===== src/rtl/led_frame_composer.sv =====
// Double-buffered LED bar frame composer for the tlc5920 driver: shadow rows are written over a
// valid/ready port and swapped to the active frame at a frame boundary. Option: LED_FRAME_TEST_PATTERN_EN.
module led_frame_composer #(
    parameter int g_rows      = 4,
    parameter int g_cols      = 16,
    parameter int g_blink_div = 50_000_000,
    parameter int g_swap_tmo  = 2_000_000
) (
    input  logic                                        Clk_ik,
`ifdef LED_FRAME_TEST_PATTERN_EN
    input  logic                                        TestMode_i,
`endif
    input  logic                                        Reset_irn,
    input  logic                                        WrValid_i,
    output logic                                        WrReady_o,
    input  logic [((g_rows > 1) ? $clog2(g_rows) : 1)-1:0] WrRow_ib,
    input  logic [2*g_cols-1:0]                         WrData_ib,
    input  logic                                        WrCommit_i,
    input  logic                                        FrameSync_i,
    output logic [g_rows-1:0][1:0][g_cols-1:0]          ledData_ob,
    output logic                                        Pending_o,
    output logic                                        SyncLost_o,
    output logic                                        RowErr_o,
    output logic [15:0]                                 SwapCnt_ob16
);

    localparam int BW = $clog2(g_blink_div);
    localparam int TW = $clog2(g_swap_tmo);
    localparam logic [BW-1:0] BLINK_LAST = BW'(g_blink_div - 1);
    localparam logic [TW-1:0] TMO_LAST   = TW'(g_swap_tmo - 1);

    typedef enum logic [1:0] {ST_IDLE, ST_PENDING, ST_SWAP} state_t;

    state_t                              state_q, state_d;
    logic [g_rows-1:0][2*g_cols-1:0]     shadow_q, shadow_d;
    logic [g_rows-1:0][2*g_cols-1:0]     active_q, active_d;
    logic [g_rows-1:0][1:0][g_cols-1:0]  led_q, led_d;
    logic [15:0]                         swap_cnt_q, swap_cnt_d;
    logic [TW-1:0]                       timer_q, timer_d;
    logic [BW-1:0]                       blink_cnt_q, blink_cnt_d;
    logic                                phase_q, phase_d;
    logic                                wr_ready_q, wr_ready_d;
    logic                                sync_lost_q, sync_lost_d;
    logic                                row_err_q, row_err_d;
    logic                                accept;
    logic [1:0]                          code;

`ifdef LED_FRAME_TEST_PATTERN_EN
    localparam int PW = (g_rows * g_cols > 1) ? $clog2(g_rows * g_cols) : 1;
    localparam logic [PW-1:0] POS_LAST = PW'(g_rows * g_cols - 1);
    logic [PW-1:0] pos_q, pos_d;
    logic          tm_q, tm_d;
`endif

    // wr_ready_q is only ever high in IDLE, so it alone qualifies a beat
    assign accept = WrValid_i && wr_ready_q;

    always_comb begin
        state_d     = state_q;
        shadow_d    = shadow_q;
        active_d    = active_q;
        swap_cnt_d  = swap_cnt_q;
        timer_d     = timer_q;
        sync_lost_d = sync_lost_q;
        row_err_d   = 1'b0;

        case (state_q)
            ST_IDLE: begin
                if (accept) begin
                    if (int'(WrRow_ib) < g_rows) begin
                        shadow_d[WrRow_ib] = WrData_ib;
                    end else begin
                        row_err_d = 1'b1;
                    end
                    if (WrCommit_i) begin
                        state_d = ST_PENDING;
                        timer_d = '0;
                    end
                end
            end
            ST_PENDING: begin
                if (FrameSync_i) begin
                    state_d     = ST_SWAP;
                    sync_lost_d = 1'b0;
                end else if (timer_q == TMO_LAST) begin
                    state_d     = ST_SWAP;
                    sync_lost_d = 1'b1;
                end else begin
                    timer_d = timer_q + TW'(1);
                end
            end
            ST_SWAP: begin
                active_d   = shadow_q;
                swap_cnt_d = swap_cnt_q + 16'd1;
                state_d    = ST_IDLE;
            end
            default: state_d = ST_IDLE;
        endcase

        wr_ready_d = (state_d == ST_IDLE);
    end

    // Blink timebase runs freely, independent of swaps
    always_comb begin
        blink_cnt_d = blink_cnt_q + BW'(1);
        phase_d     = phase_q;
        if (blink_cnt_q == BLINK_LAST) begin
            blink_cnt_d = '0;
            phase_d     = ~phase_q;
        end
    end

`ifdef LED_FRAME_TEST_PATTERN_EN
    always_comb begin
        tm_d  = TestMode_i;
        pos_d = pos_q;
        if (TestMode_i && !tm_q) begin
            pos_d = '0;
        end else if (TestMode_i && FrameSync_i) begin
            pos_d = (pos_q == POS_LAST) ? '0 : pos_q + PW'(1);
        end
    end
`endif

    always_comb begin
        led_d = '0;
        code  = 2'b00;
        for (int r = 0; r < g_rows; r++) begin
            for (int c = 0; c < g_cols; c++) begin
                code           = active_q[r][2*c +: 2];
                led_d[r][0][c] = (code == 2'b01);
                led_d[r][1][c] = (code == 2'b10) || ((code == 2'b11) && phase_q);
            end
        end
`ifdef LED_FRAME_TEST_PATTERN_EN
        if (TestMode_i) begin
            led_d = '0;
            for (int r = 0; r < g_rows; r++) begin
                for (int c = 0; c < g_cols; c++) begin
                    led_d[r][1][c] = ((r * g_cols + c) == int'(pos_d));
                end
            end
        end
`endif
    end

    always_ff @(posedge Clk_ik) begin
        if (!Reset_irn) begin
            state_q     <= ST_IDLE;
            shadow_q    <= '0;
            active_q    <= '0;
            led_q       <= '0;
            swap_cnt_q  <= '0;
            timer_q     <= '0;
            blink_cnt_q <= '0;
            phase_q     <= 1'b0;
            wr_ready_q  <= 1'b0;
            sync_lost_q <= 1'b0;
            row_err_q   <= 1'b0;
`ifdef LED_FRAME_TEST_PATTERN_EN
            pos_q       <= '0;
            tm_q        <= 1'b0;
`endif
        end else begin
            state_q     <= state_d;
            shadow_q    <= shadow_d;
            active_q    <= active_d;
            led_q       <= led_d;
            swap_cnt_q  <= swap_cnt_d;
            timer_q     <= timer_d;
            blink_cnt_q <= blink_cnt_d;
            phase_q     <= phase_d;
            wr_ready_q  <= wr_ready_d;
            sync_lost_q <= sync_lost_d;
            row_err_q   <= row_err_d;
`ifdef LED_FRAME_TEST_PATTERN_EN
            pos_q       <= pos_d;
            tm_q        <= tm_d;
`endif
        end
    end

    assign WrReady_o    = wr_ready_q;
    assign Pending_o    = (state_q == ST_PENDING);
    assign SyncLost_o   = sync_lost_q;
    assign RowErr_o     = row_err_q;
    assign SwapCnt_ob16 = swap_cnt_q;
    assign ledData_ob   = led_q;

endmodule

===== config.mk =====
export PLATFORM = sky130hd
export DESIGN_NAME = led_frame_composer
export DESIGN_NICKNAME = d
export VERILOG_FILES = /design/src/rtl/led_frame_composer.sv
export SDC_FILE = /design/constraint.sdc
export NUM_CORES = 1
export LEC_CHECK = 0
export ABC_CLOCK_PERIOD_IN_PS = 2200
export CAP_MARGIN = 15
export CORE_ASPECT_RATIO = 1.5
export CORE_MARGIN = 2
export CORE_UTILIZATION = 43
export CTS_BUF_LIST = sky130_fd_sc_hd__clkbuf_8 sky130_fd_sc_hd__clkbuf_16
export CTS_CLUSTER_DIAMETER = 50
export DETAILED_ROUTE_END_ITERATION = 6
export GPL_ROUTABILITY_DRIVEN = 0
export SLEW_MARGIN = 20
export SYNTH_ARGS = -nofsm -noshare
export SYNTH_HDL_FRONTEND = slang
export SYNTH_SLANG_ARGS = --single-unit

===== constraint.sdc =====
create_clock -name Clk_ik -period 2.2 [get_ports Clk_ik]
set_clock_uncertainty 0.2 [all_clocks]
set_input_delay 0.22 -clock Clk_ik [delete_from_list [all_inputs] [get_ports Clk_ik]]
set_output_delay 0.22 -clock Clk_ik [all_outputs]
set_load 0.005 [all_outputs]

==> run metrics <==
status=finished, final reports clean; Sum Neg Setup Slack=0 ns; leading cell types by count after synthesis=nand2_1 (608), dfxtp_1 (452), a21oi_1 (343); Avg WL per Cell=16.8 um; core footprint=roughly 36,000 um2; nets=about 2,000; Post-synth EDFFs=0; Area Growth Syn to Fin=25.0%; Power Total=roughly 16 mW; number of distinct library cells after synthesis=54; slew at the pin closest to its max-slew limit=0.652 ns; CTS tree=built; Pleak=6.77 nW; Synth top area share=slightly below 60%; Syn Std Cell Area=between 15,000 and 20,000 um2; first-pass GRT wire length=66,500 um; Via density=5.16; Die Ht=roughly 240 um; period utilization=97.6%; Worst-Skew Late Latency=0.57 ns; Peak VDD IR=~0.64 mV; grt ovf=0; clock sinks=~450; power density over the cells=822 nW/um2; Die Area=38,100 um2; DP Worst Slack=about 0.075 ns; Yosys reg bits=around 450; HPWL after detailed placement=27,400 um; Fin. Hold Viols=0; CTS Buf Count=44; Setup violations, final=0; Post-CTS Setup Inserts=0; root buffer cell=clkbuf_16; Worst EP arrival=1.73 ns; Slew HR=a little under three fifths; ratio of cells with drive above 1 in the final layout=6.49%; synth warn=0; RSZ-0062 raised after global routing=false; number of top-level pins=187; Detailed Route WL=about 42,000 um; pin count of the biggest net entering global routing=129; fin crit period=between 2 and 2.5 ns; Initial Util=about 44%; Hold Crit Class=primary input to flip-flop; async set or reset register ratio after synthesis=0%; Tot GR Track Use=21.7%; dominant synthesized flop cell=dfxtp_1; most frequent cell after synthesis=nand2_1; post-synthesis cell count=1,853; Die W=between 150 and 200 um; max frequency=approximately 470 MHz; antenna cells=0; port bufs=185; DR vias=13,000; critical path class=flip-flop to output port; setup ws final=0.0538 ns; DRT Pass-1 Iters=7; H-tree depth=2; # Max-Cap Violations=0; hold slack=0.175 ns; FP Rows=85; Clock transition at path regs=about 0.06 ns; Synth area leader=dfxtp_1; syn avg cell area=8.48 um2; DRC violations left=0; DR iter-0 viols=891; Longest Clk Path Bufs=3; Max Slew Vio Count=0; vias in the first global route=roughly 12,000; post-layout util=54.6%; initial antenna violation count=0; Area contributors post-synth=dfxtp_1 (58%), nand2_1 (15%), a21oi_1 (11%); syn nets=1,895; WP data required=1.78 ns; CP Max Fanout=12; sequential area share after synthesis=57.6%; Critical Path Start Type=flip-flop; Worst setup EP type=output port; DRT antenna net count=0
-- flip-flops by register name, summed over array words and instances (netlist names) --
signal	cells
timer_q	21
SyncLost_o	1
ledData_ob	128
shadow_q	128
active_q	128
phase_q	1
SwapCnt_ob16	16
blink_cnt_q	26
WrReady_o	1
state_q	2
-- critical path, stage by stage (launching register included) --
cell and delay, ns:
dfxtp_4 0.37, nand2b_4 0.16, clkinv_4 0.12, clkdlybuf4s50_1 0.52
-- final timing paths --
kind | endpoint | slack [ns] | from | cells past startpoint
min | SyncLost_o | 0.17 | FrameSync_i | 3
max | Pending_o | 0.05 | state_q[1] | 3
max reg2reg | timer_q[7] | 0.15 | timer_q[0] | 7
min reg2reg | ledData_ob[15] | 0.23 | active_q[31] | 1
-- cell families after synthesis --
family / share of synthesized area, %
other: 0.0239
xor gates and xnor gates: 2.12
buffers and inverters: 3.68
DFF: 57.6
adders and majority gates: 0.239
and+or+nand+nor: 23.7
AOI/OAI and AO/OA: 12.6
-- timing repair --
| action | in CTS | in global routing |
|---|---|---|
| resized for setup | 4 | 2 |
| endpoints found under the setup margin | 1 | 3 |
| hold buffers | 1 | 0 |
| gates cloned | 0 | 0 |
| endpoints found under the hold margin | 3 | 0 |
-- routing by layer --
metal	GRT usage, %	routed length [um]
met5	0	0
met4	9.36	1720
met3	3.67	2300
met2	36.9	19900
met1	27.3	18200
-- cells in the final DEF, fill, tap and decap left out, types with 2 or more instances in the layout --
cell	instances
a211oi_1	2
a21oi_1	343
a31oi_1	9
and3_1	12
and4_1	4
and4bb_2	2
buf_12	19
buf_4	22
clkbuf_16	46
clkbuf_8	10
clkdlybuf4s50_1	184
clkinv_2	9
dfxtp_1	450
ha_1	3
inv_1	18
inv_8	2
nand2_1	608
nand2b_1	3
nand2b_4	3
nand3_1	30
nand3b_1	2
nand4_1	16
nor2_1	60
nor3_1	9
nor3b_1	60
nor4_1	2
nor4_4	2
o211ai_1	3
o21ai_0	19
or3_1	6
or3b_1	2
or4_1	4
xnor2_1	13
xor2_1	25
-- metrics by stage --
step | cells | area, um2
after floorplan | 1853 | 15700
after global placement | 2431 | 18200
after detailed placement | 2431 | 18200
after CTS | 2511 | 19600
after global routing | 2511 | 19600
final | 2511 | 19600
-- layout make-up --
| type | instances | area [um2] |
|---|---|---|
| Clock inverter | 23 | 123 |
| Clock buffer | 56 | 1290 |
| Tap cell | 478 | 598 |
| Inverter | 10 | 50.0 |
| Sequential cell | 452 | 9050 |
| Multi-Input combinational cell | 1265 | 6110 |
| Timing Repair Buffer | 227 | 2400 |
| Fill cell | 3455 | 16300 |
-- where the power goes --
group	switching, mW	internal, mW	leakage [nW]
clock network	3.16	4.13	0.750
registers	0.0355	8.24	3.65
logic	0.382	0.178	2.37
(Power assumes the default switching activity.)
